[src/rtl/regfile_dump_reader_pkg.sv]
// Shared types and constants for the register-file dump reader.
package regdump_pkg;

    // Dump sequencer states; encoding is fixed so the debug output is stable.
    typedef enum logic [2:0] {
        ST_IDLE    = 3'd0,
        ST_HDR     = 3'd1,
        ST_SETADDR = 3'd2,
        ST_CAPTURE = 3'd3,
        ST_SEND    = 3'd4,
        ST_CSUM    = 3'd5,
        ST_DONE    = 3'd6
    } state_t;

    localparam logic [7:0] HDR_BYTE_DEF = 8'hA5;

    // Total bytes in one frame: header, (address byte + data bytes) per register, checksum.
    function automatic int frame_len(input int num_regs, input int data_w);
        return 2 + num_regs * (1 + data_w / 8);
    endfunction

endpackage

[src/rtl/regfile_dump_reader_if.sv]
// Byte-stream and register-file debug port bundle for the dump reader.
//
// Byte stream handshake: the master raises tx_valid with tx_data; a byte is
// transferred on any rising edge where tx_valid && tx_ready. Once raised,
// tx_valid and tx_data hold until that transfer (only reset may drop them).
// tx_ready may be high before tx_valid rises and does not depend on it.
interface regfile_dump_reader_if #(
    parameter int ADDR_W = 5,
    parameter int DATA_W = 32
);
    logic [7:0]        tx_data;
    logic              tx_valid;
    logic              tx_ready;
    logic [ADDR_W-1:0] rd_addr;
    logic [DATA_W-1:0] rd_data;

    modport master (
        output tx_data,
        output tx_valid,
        output rd_addr,
        input  tx_ready,
        input  rd_data
    );

    modport slave (
        input  tx_data,
        input  tx_valid,
        input  rd_addr,
        output tx_ready,
        output rd_data
    );
endinterface

[src/rtl/regfile_dump_reader_byte_serializer.sv]
// Splits a prefix byte plus a data word into MSB-first bytes and keeps a
// running XOR of every byte handed off.
module byte_serializer #(
    parameter int DATA_W = 32
) (
    input  logic              i_clk,
    input  logic              i_rst_n,
    input  logic              i_load,
    input  logic [7:0]        i_prefix,
    input  logic [DATA_W-1:0] i_word,
    input  logic              i_xfer,
    input  logic              i_csum_clr,
    output logic [7:0]        o_byte,
    output logic              o_last,
    output logic [7:0]        o_csum
);
    localparam int NBYTES = DATA_W / 8;
    localparam int SH_W   = DATA_W + 8;
    localparam int CNT_W  = $clog2(NBYTES + 1);

    logic [SH_W-1:0]  r_shift;
    logic [CNT_W-1:0] r_cnt;
    logic [7:0]       r_csum;

    // Load prefix+word, then shift one byte out per transfer.
    always_ff @(posedge i_clk or negedge i_rst_n) begin
        if (!i_rst_n) begin
            r_shift <= '0;
            r_cnt   <= '0;
        end else if (i_load) begin
            r_shift <= {i_prefix, i_word};
            r_cnt   <= '0;
        end else if (i_xfer) begin
            r_shift <= {r_shift[SH_W-9:0], 8'h00};
            r_cnt   <= r_cnt + 1'b1;
        end
    end

    // Running XOR over transferred bytes, cleared at the start of each frame.
    always_ff @(posedge i_clk or negedge i_rst_n) begin
        if (!i_rst_n) begin
            r_csum <= 8'h00;
        end else if (i_csum_clr) begin
            r_csum <= 8'h00;
        end else if (i_xfer) begin
            r_csum <= r_csum ^ o_byte;
        end
    end

    assign o_byte = r_shift[SH_W-1 -: 8];
    assign o_last = (r_cnt == CNT_W'(NBYTES));
    assign o_csum = r_csum;

endmodule

[src/rtl/regfile_dump_reader.sv]
// Walks the CPU register-file debug port and streams every register as a
// framed byte sequence: header, {address, data MSB first} per register, XOR.
module regfile_dump_reader
    import regdump_pkg::*;
#(
    parameter int         NUM_REGS = 32,
    parameter int         ADDR_W   = 5,
    parameter int         DATA_W   = 32,
    parameter int         RD_LAT   = 1,
    parameter logic [7:0] HDR_BYTE = HDR_BYTE_DEF
) (
    input  logic                   SYS_clk,
    input  logic                   SYS_reset_n,
    input  logic                   start,
    output logic                   busy,
    output logic                   done,
    regfile_dump_reader_if.master  bus,
    output state_t                 o_dbg_state
);
    localparam int WAIT_W = (RD_LAT > 1) ? $clog2(RD_LAT) : 1;

    state_t            r_state;
    state_t            w_next_state;
    logic [ADDR_W-1:0] r_idx;
    logic [WAIT_W-1:0] r_wait;
    logic [ADDR_W-1:0] r_rd_addr;

    logic       w_tx_valid;
    logic [7:0] w_tx_data;
    logic       w_xfer;
    logic       w_wait_done;
    logic       w_last_reg;
    logic [7:0] w_ser_byte;
    logic       w_ser_last;
    logic [7:0] w_ser_csum;
    logic       w_ser_xfer;
    logic       w_ser_load;
    logic       w_csum_clr;

    assign w_xfer      = w_tx_valid && bus.tx_ready;
    assign w_wait_done = (r_wait == WAIT_W'(RD_LAT - 1));
    assign w_last_reg  = (r_idx == ADDR_W'(NUM_REGS - 1));
    assign w_ser_xfer  = w_xfer && (r_state == ST_SEND);
    assign w_ser_load  = (r_state == ST_CAPTURE);
    assign w_csum_clr  = w_xfer && (r_state == ST_HDR);

    byte_serializer #(
        .DATA_W (DATA_W)
    ) u_ser (
        .i_clk      (SYS_clk),
        .i_rst_n    (SYS_reset_n),
        .i_load     (w_ser_load),
        .i_prefix   (8'(r_idx)),
        .i_word     (bus.rd_data),
        .i_xfer     (w_ser_xfer),
        .i_csum_clr (w_csum_clr),
        .o_byte     (w_ser_byte),
        .o_last     (w_ser_last),
        .o_csum     (w_ser_csum)
    );

    // State register.
    always_ff @(posedge SYS_clk or negedge SYS_reset_n) begin
        if (!SYS_reset_n) begin
            r_state <= ST_IDLE;
        end else begin
            r_state <= w_next_state;
        end
    end

    // Next-state and byte-stream outputs; a presented byte holds until it transfers.
    always_comb begin
        w_next_state = r_state;
        w_tx_valid   = 1'b0;
        w_tx_data    = 8'h00;
        busy         = (r_state != ST_IDLE);
        done         = 1'b0;
        case (r_state)
            ST_IDLE: begin
                if (start) w_next_state = ST_HDR;
            end
            ST_HDR: begin
                w_tx_valid = 1'b1;
                w_tx_data  = HDR_BYTE;
                if (bus.tx_ready) w_next_state = ST_SETADDR;
            end
            ST_SETADDR: begin
                if (w_wait_done) w_next_state = ST_CAPTURE;
            end
            ST_CAPTURE: begin
                w_next_state = ST_SEND;
            end
            ST_SEND: begin
                w_tx_valid = 1'b1;
                w_tx_data  = w_ser_byte;
                if (bus.tx_ready && w_ser_last) begin
                    w_next_state = w_last_reg ? ST_CSUM : ST_SETADDR;
                end
            end
            ST_CSUM: begin
                w_tx_valid = 1'b1;
                w_tx_data  = w_ser_csum;
                if (bus.tx_ready) w_next_state = ST_DONE;
            end
            ST_DONE: begin
                done         = 1'b1;
                w_next_state = ST_IDLE;
            end
            default: begin
                w_next_state = ST_IDLE;
            end
        endcase
    end

    // Register index, debug address and read-latency wait counter.
    always_ff @(posedge SYS_clk or negedge SYS_reset_n) begin
        if (!SYS_reset_n) begin
            r_idx     <= '0;
            r_wait    <= '0;
            r_rd_addr <= '0;
        end else begin
            case (r_state)
                ST_HDR: begin
                    if (w_xfer) begin
                        r_idx     <= '0;
                        r_rd_addr <= '0;
                        r_wait    <= '0;
                    end
                end
                ST_SETADDR: begin
                    if (!w_wait_done) r_wait <= r_wait + 1'b1;
                end
                ST_SEND: begin
                    if (w_xfer && w_ser_last && !w_last_reg) begin
                        r_idx     <= r_idx + 1'b1;
                        r_rd_addr <= r_idx + 1'b1;
                        r_wait    <= '0;
                    end
                end
                default: begin
                end
            endcase
        end
    end

    assign bus.tx_data  = w_tx_data;
    assign bus.tx_valid = w_tx_valid;
    assign bus.rd_addr  = r_rd_addr;
    assign o_dbg_state  = r_state;

endmodule
[src/flat_wrapper.sv]
// flat-port wrapper written by rule: the top's interface ports become plain ports
module regfile_dump_reader_flat import regdump_pkg::*;
#(
    parameter int         NUM_REGS = 32,
    parameter int         ADDR_W   = 5,
    parameter int         DATA_W   = 32,
    parameter int         RD_LAT   = 1,
    parameter logic [7:0] HDR_BYTE = HDR_BYTE_DEF
)
  (SYS_clk, SYS_reset_n, start, busy, done, o_dbg_state, bus_tx_data, bus_tx_valid, bus_rd_addr, bus_tx_ready, bus_rd_data);
  regfile_dump_reader_if #(.ADDR_W(ADDR_W), .DATA_W(DATA_W)) bus_i ();
  input  logic SYS_clk;
  input  logic SYS_reset_n;
  input  logic start;
  output logic busy;
  output logic done;
  output state_t o_dbg_state;
  output wire logic [$bits(bus_i.tx_data)-1:0] bus_tx_data;
  output wire logic [$bits(bus_i.tx_valid)-1:0] bus_tx_valid;
  output wire logic [$bits(bus_i.rd_addr)-1:0] bus_rd_addr;
  input wire logic [$bits(bus_i.tx_ready)-1:0] bus_tx_ready;
  input wire logic [$bits(bus_i.rd_data)-1:0] bus_rd_data;
  assign bus_tx_data = bus_i.tx_data;
  assign bus_tx_valid = bus_i.tx_valid;
  assign bus_rd_addr = bus_i.rd_addr;
  assign bus_i.tx_ready = bus_tx_ready;
  assign bus_i.rd_data = bus_rd_data;
  regfile_dump_reader #(.NUM_REGS(NUM_REGS), .ADDR_W(ADDR_W), .DATA_W(DATA_W), .RD_LAT(RD_LAT), .HDR_BYTE(HDR_BYTE)) u_core (.SYS_clk(SYS_clk), .SYS_reset_n(SYS_reset_n), .start(start), .busy(busy), .done(done), .bus(bus_i), .o_dbg_state(o_dbg_state));
endmodule
[config.mk]
export PLATFORM = sky130hd
export DESIGN_NAME = regfile_dump_reader_flat
export DESIGN_NICKNAME = d
export VERILOG_FILES = /design/src/rtl/regfile_dump_reader_pkg.sv /design/src/rtl/regfile_dump_reader_if.sv /design/src/rtl/regfile_dump_reader_byte_serializer.sv /design/src/rtl/regfile_dump_reader.sv /design/src/flat_wrapper.sv
export SDC_FILE = /design/constraint.sdc
export NUM_CORES = 1
export LEC_CHECK = 0
export ABC_AREA = 1
export BUFFER_PORTS_ARGS = -buffer_cell sky130_fd_sc_hd__buf_2
export CAP_MARGIN = 15
export CORE_MARGIN = 2
export CORE_UTILIZATION = 40
export CTS_CLUSTER_DIAMETER = 120
export DETAILED_ROUTE_END_ITERATION = 7
export HOLD_SLACK_MARGIN = 0.08
export SLEW_MARGIN = 20
export SYNTH_ARGS = -nofsm -noshare
export SYNTH_HDL_FRONTEND = slang
export SYNTH_SLANG_ARGS = --single-unit
[constraint.sdc]
create_clock -name SYS_clk -period 2.1 [get_ports SYS_clk]
set_clock_uncertainty 0.15 [all_clocks]
set_input_delay 0.105 -clock SYS_clk [delete_from_list [all_inputs] [get_ports SYS_clk]]
set_output_delay 0.105 -clock SYS_clk [all_outputs]
set_load 0.01 [all_outputs]
==> results of run 1 <==
-- power by group through the flow --
stage | logic (mW) | registers [mW] | clock network, mW
after floorplan | 1.39 | 1.80 | 0
after global placement | 1.77 | 1.85 | 0
after detailed placement | 1.79 | 1.86 | 0
after CTS | 1.85 | 1.84 | 1.04
after global routing | 2.13 | 1.90 | 1.09
final | 1.83 | 1.84 | 1.01
-- cells in the final DEF (no fill, tap or decap), types with 3 or more instances in the layout --
cell / count
or2_2: 4
dlygate4sd3_1: 35
nand2_1: 150
nand4_1: 4
ha_1: 4
nand2_4: 3
nor2_1: 23
dfrtp_1: 59
o21ai_1: 21
a21oi_1: 15
clkbuf_8: 10
o21ai_0: 14
buf_4: 5
clkinv_2: 3
nand3_1: 30
xor2_1: 5
buf_2: 54
inv_1: 31
inv_2: 6
-- cell usage after synthesis (all sizes together) --
cell type  number  share of area, %
nand3          31               5.5
nor2           26               3.9
nor3            2              0.33
o21ai          35               5.8
nand2         154                20
nand4           4              0.82
ha              4               1.6
a21oi          15               2.5
buf            16               3.9
dfrtp          59                49
inv            38               4.8
or2             4              0.82
o211ai          1              0.25
xor2            5               1.4
-- worst reg2reg max path: stages (launching register included) --
cell	delay (ps)
dfrtp_1	480
inv_2	120
nand2_2	80
nor2_2	180
nand2_4	140
nand2_4	230
inv_4	170
nand2_1	100
nand2_1	50
-- final timing paths --
check / startpoint / endpoint / slack, ps
max: u_core.o_dbg_state[0] / bus_tx_data[5] / 220
min: SYS_reset_n / u_core.o_dbg_state[1] / 160
min reg2reg: u_core.u_ser.r_shift[12] / u_core.u_ser.r_shift[12] / 320
max in group asynchronous: SYS_reset_n / u_core.u_ser.r_cnt[1] / 1050
max reg2reg: u_core.o_dbg_state[1] / u_core.u_ser.r_shift[28] / 310
min in group SYS_clk: u_core.u_ser.r_shift[12] / u_core.u_ser.r_shift[12] / 320
-- cell type report --
cell class	instances	area [sq um]	share of cell area, %
clock buffers	11	141	3.59
multi-input cells	281	1300	33.0
well taps	99	124	3.14
inverters	38	145	3.68
flip-flops and latches	59	1480	37.5
repair buffers	96	698	17.7
clock inverters	5	52.6	1.33
-- cell families (layout without fill, tap and decap cells) --
| family | Yosys count | after routing |
|---|---|---|
| AO/OA/AOI/OAI | 51 | 51 |
| XOR/XNOR | 5 | 5 |
| adder cells (fa/ha/maj) | 4 | 4 |
| buffers and inverters | 54 | 150 |
| flip-flops | 59 | 59 |
| AND/OR/NAND/NOR | 221 | 221 |
-- flip-flops by register name, indices dropped and copies added, names as in the netlist --
name,flops
u_core.r_idx,5
u_core.o_dbg_state,3
u_core.u_ser.r_cnt,3
u_core.u_ser.o_csum,8
u_core.u_ser.r_shift,40
-- routing by layer --
metal	share of wire [%]	up-vias
met5	0	-
met4	0.32	0
met3	5.5	4
met2	47	79
met1	47	1198
li1	-	1429
==> flow_summary_export.csv, run 1 <==
group,metric,value,unit
die,core,7290,sq um
grt,antenna_found_initial,0,
grt,grt_busiest_layer,"met2",
cts,ctsResizeCount,0,
place,dpl_cell_area,3390,sq um
worst_setup_path,arrival,1630,ps
final_layout,fillCellCount,727,
cts,cts_max_path_buffers,2,
sta,setup_slack,218,ps
cts,cts_buffers,9,
die,initial_core_util,41.7,%
routing,via_per_inst,4.60,
synthesis,synth_area_per_cell,7.72,sq um
worst_setup_path,path_cells,"nor2_2 > nand2_4 > o21ai_0 > buf_2",
sta,setup_tns,0,ps
cts,path_clk_slew,60,ps
synthesis,ys_warn_count,0,
grt,grt_first_pass_wirelength,12.5,mm
worst_setup_path,cp.required,1850,ps
cts,hold_buffers,35,
routing,drt_iter0_drc,129,
power_and_ir_drop,power,4.68,mW
worst_setup_path,critical_path_class,"reg -> out",
synthesis,syn-num-nets,434,
grt,grtUsageMet3,5.23,%
sta,holdWs,156,ps
final_layout,drive_above_1_share,19.4,%
min_path,hp-class,"in -> async",
die,die_w,91.2,um
grt,grt_usage,18.7,%
die,die-area,8320,sq um
final_layout,instances_no_fill,589,
place,gp_congestion,0.838,
synthesis,syn_inst,394,
place,dp_hpwl,4.63,mm
routing,routed_wl,6.98,mm
final_layout,stdcell_area,3940,sq um
sta,slew_viol_final,0,
synthesis,ys_seq_area_share,48.5,%
power_and_ir_drop,swShare,39.5,%
worst_setup_path,crit_buf_inv,1,
cts,tritoncts,"yes",
synthesis,synthAdderAreaFrac,1.64,%
place,port_buffers,54,
routing,dr.pass1.iters,4,
synthesis,synth_top_family_by_area,"simple AND/OR/NAND/NOR gates",
place,dp.cells,538,
job,maxCapViolCount,0,
synthesis,yosys.area_share.xor_xnor,1.44,%
sta,timing_hold_violations_final,0,
power_and_ir_drop,ir_worst_vdd,0.000501,V
final_layout,fin_util,54.0,%
power_and_ir_drop,clockPowerShare,21.6,%
grt,use_met1,23.8,%
worst_setup_path,crit_fanout,10,
routing,wl_per_cell,11.9,um
run_status,status,"finished, final reports clean",
final_layout,area_delta_synth_final,29.4,%
die,ios,55,
routing,postRouteAntennaNets,0,
synthesis,synth-seq-cells,59,
routing,dr_total_vias,2710,
cts,cts_root_buf,"clkbuf_8",
synthesis,synthSimpleGateAreaFrac,31.2,%
power_and_ir_drop,p_per_area,1190,nW/um^2
grt,gr-total-overflow,0,
synthesis,syn_area,3040,sq um
cts,cts_setup_buffers,0,
final_layout,antennaDiodeCount,0,
power_and_ir_drop,switchingPower,1.85,mW
worst_setup_path,crit_family,"flip-flops",
sta,period_needed,1880,ps
cts,htree_levels,3,
grt,first_global_vias,2802,
power_and_ir_drop,p_leak,2.19,nW
synthesis,synth_cell_types,24,
worst_setup_path,max_stage_delay,490,ps
sta,slew_headroom,61.3,%
cts,clock_sinks,59,
power_and_ir_drop,internal-power,2.83,mW
sta,post-route-period-util,89.6,%
sta,fmax,531,MHz
die,die_h,91.2,um
synthesis,synth_mux_area_share,0,%
grt,met2_usage,31.9,%
power_and_ir_drop,combPwrFrac,39.1,%
worst_setup_path,crit_slowest_cell,"dfrtp_1",
power_and_ir_drop,pwr-share-seq,39.3,%
sta,setup_viol,0,
sta,worst_pin_slew,580,ps
grt,grt_max_degree,38,
synthesis,synth-compound-area-share,8.47,%
routing,route.detailed.drc,0,
worst_setup_path,start_kind,"register",
final_layout,nNetsFinal,525,
worst_setup_path,end_kind,"primary output",
worst_setup_path,r2r_cells,8,
sta,rsz0062_at_grt,"no",
worst_setup_path,cp.depth,4,
place,dp_slack,306,ps
cts,clock_latency,330,ps
die,rows,31,
(Power assumes the default switching activity.)
==> run 2: changes to the inputs <==
Settings changed: CORE_MARGIN 2 to 1, RECOVER_POWER set to 100.
==> run 2 against run 1 <==
Against the previous run: worst hold slack lost 8.2 ps; non-clock buffer count grew 2; clock power grew 24%; sequential share of layout area shrank 0.059 points; register-to-register slack lost 90 ps; critical path type unchanged; largest power group unchanged.
==> flow_summary_export.csv, run 2 (synthesized netlist as in run 1, its figures left out) <==
group,metric,value,unit
power_and_ir_drop,swShare,38.3,%
grt,grt_max_degree,27,
run_status,status,"finished, final reports clean",
grt,antenna_found_initial,0,
worst_setup_path,crit_family,"flip-flops",
worst_setup_path,crit_buf_inv,3,
routing,dr.pass1.iters,4,
routing,drt_iter0_drc,122,
final_layout,antennaDiodeCount,0,
cts,cts_root_buf,"clkbuf_8",
sta,slew_viol_final,0,
die,rows,31,
grt,grt_first_pass_wirelength,12.2,mm
worst_setup_path,critical_path_class,"reg -> out",
final_layout,fillCellCount,745,
grt,grt_usage,20.2,%
place,dp_hpwl,4.63,mm
worst_setup_path,cp.required,1850,ps
worst_setup_path,start_kind,"register",
power_and_ir_drop,clockPowerShare,25.7,%
cts,hold_buffers,35,
routing,dr_total_vias,2775,
final_layout,nNetsFinal,527,
worst_setup_path,crit_top_cell,"o21ai_0",
final_layout,largest_reg_flops,40,
power_and_ir_drop,ir_worst_vdd,0.000484,V
min_path,hp-class,"in -> async",
final_layout,area_delta_synth_final,29.6,%
worst_setup_path,arrival,1640,ps
worst_setup_path,crit_fanout,10,
final_layout,regMostFlops,"u_core.u_ser.r_shift",
die,initial_core_util,41.7,%
sta,period_needed,1900,ps
cts,path_clk_slew,70,ps
final_layout,final_common_cell,"nand2_1",
cts,ctsResizeCount,0,
final_layout,drive_above_1_share,16.3,%
worst_setup_path,reg2reg_slack,220,ps
sta,rsz0062_at_grt,"no",
cts,cts_max_path_buffers,2,
sta,worst_pin_slew,602,ps
sta,post-route-period-util,90.4,%
sta,slew_headroom,59.9,%
sta,timing_hold_violations_final,0,
die,core,7290,sq um
cts,htree_levels,3,
power_and_ir_drop,p_leak,2.13,nW
worst_setup_path,r2r-end,"u_core.u_ser.o_csum[0]",
die,die-area,7960,sq um
power_and_ir_drop,internal-power,3.00,mW
sta,setup_viol,0,
cts,cts_buffers,9,
sta,setup_tns,0,ps
cts,tritoncts,"yes",
cts,clock_latency,340,ps
power_and_ir_drop,p_per_area,1230,nW/um^2
worst_setup_path,path_cells,"inv_2 > nor2_1 > buf_4 > o21ai_0 > o21ai_0 > buf_2",
routing,route.detailed.drc,0,
die,die_h,89.2,um
cts,cts_setup_buffers,0,
routing,routed_wl,6.98,mm
worst_setup_path,crit_slowest_cell,"dfrtp_1",
power_and_ir_drop,combPwrFrac,36.0,%
routing,wl_per_cell,11.8,um
job,maxCapViolCount,0,
worst_setup_path,max_stage_delay,540,ps
routing,postRouteAntennaNets,0,
die,die_w,89.2,um
grt,first_global_vias,2643,
power_and_ir_drop,pwr-share-seq,38.2,%
grt,gr-total-overflow,0,
die,ios,55,
routing,via_per_inst,4.70,
sta,fmax,527,MHz
cts,clock_sinks,59,
worst_setup_path,end_kind,"primary output",
place,port_buffers,54,
sta,holdWs,148,ps
worst_setup_path,reg2reg_from,"u_core.o_dbg_state[0]",
worst_setup_path,r2r_cells,6,
power_and_ir_drop,switchingPower,1.86,mW
place,gp_congestion,0.769,
final_layout,final_cell_mix,"nand2_1, dfrtp_1, buf_2, dlygate4sd3_1, inv_1",
-- run 2: cell types whose count changed in the layout (fill, tap and decap cells not counted), sizes merged --
cell | before | now
buf | 61 | 43
bufinv | 1 | 3
clkbuf | 11 | 29
-- run 2: power groups by stage --
stage                     clock network [mW]  logic [mW]  registers (mW)
after floorplan                            0        1.39            1.80
after global placement                     0        1.75            1.86
after detailed placement                   0        1.77            1.88
after CTS                               1.28        1.83            1.86
after global routing                    1.33        2.06            1.91
final                                   1.25        1.75            1.86
-- run 2: per-layer routing --
layer / wire length (um) / up-vias / share of wire [%] / global-route usage (%)
met2: 3230 / 51 / 46 / 32.6
li1: - / 1429 / - / -
met1: 3400 / 1284 / 49 / 26.6
met3: 226 / 11 / 3.2 / 3.42
met5: 0 / - / 0 / 0
met4: 123 / 0 / 1.8 / 9.24
-- run 2: layout make-up --
| type | count | area [sq um] | area share (%) |
|---|---|---|---|
| well taps | 99 | 124 | 3.14 |
| inverters | 38 | 145 | 3.68 |
| flip-flops and latches | 59 | 1480 | 37.4 |
| clock buffers | 9 | 124 | 3.14 |
| clock inverters | 7 | 116 | 2.95 |
| multi-input cells | 281 | 1290 | 32.7 |
| repair buffers | 98 | 669 | 17.0 |
-- run 2: worst max-delay path by stage --
stage	slack, ps	startpoint	cells past startpoint	to
final	200	u_core.o_dbg_state[0]	6	bus_tx_data[5]
after global routing	20	u_core.o_dbg_state[2]	7	u_core.u_ser.r_shift[34]
after CTS	150	u_core.o_dbg_state[2]	4	bus_tx_data[5]
after detailed placement	270	u_core.o_dbg_state[2]	7	u_core.u_ser.r_shift[6]
after global placement	310	u_core.o_dbg_state[2]	7	u_core.u_ser.r_shift[24]
after floorplan	480	u_core.r_idx[0]	9	u_core.r_idx[0]
-- run 2: metrics by stage --
| stage | cells | setup slack [ps] | area [sq um] | utilization [%] | power, mW |
|---|---|---|---|---|---|
| finish | 591 | 201 | 3950 | 54.1 | 4.86 |
| global route | 591 | 18.1 | 3950 | 54.1 | 5.31 |
| CTS | 591 | 153 | 3990 | 54.7 | 4.97 |
| detailed placement | 540 | 270 | 3400 | 46.6 | 3.64 |
| global placement | 540 | 312 | 3400 | 46.6 | 3.61 |
| floorplan | 394 | 484 | 3040 | - | 3.19 |
-- run 2: worst register-to-register path: cells and delay by family, from the launching register on --
family	cells	cell delay, ps
AND/OR/NAND/NOR	5	920
flip-flops	1	500
buffers and inverters	1	260
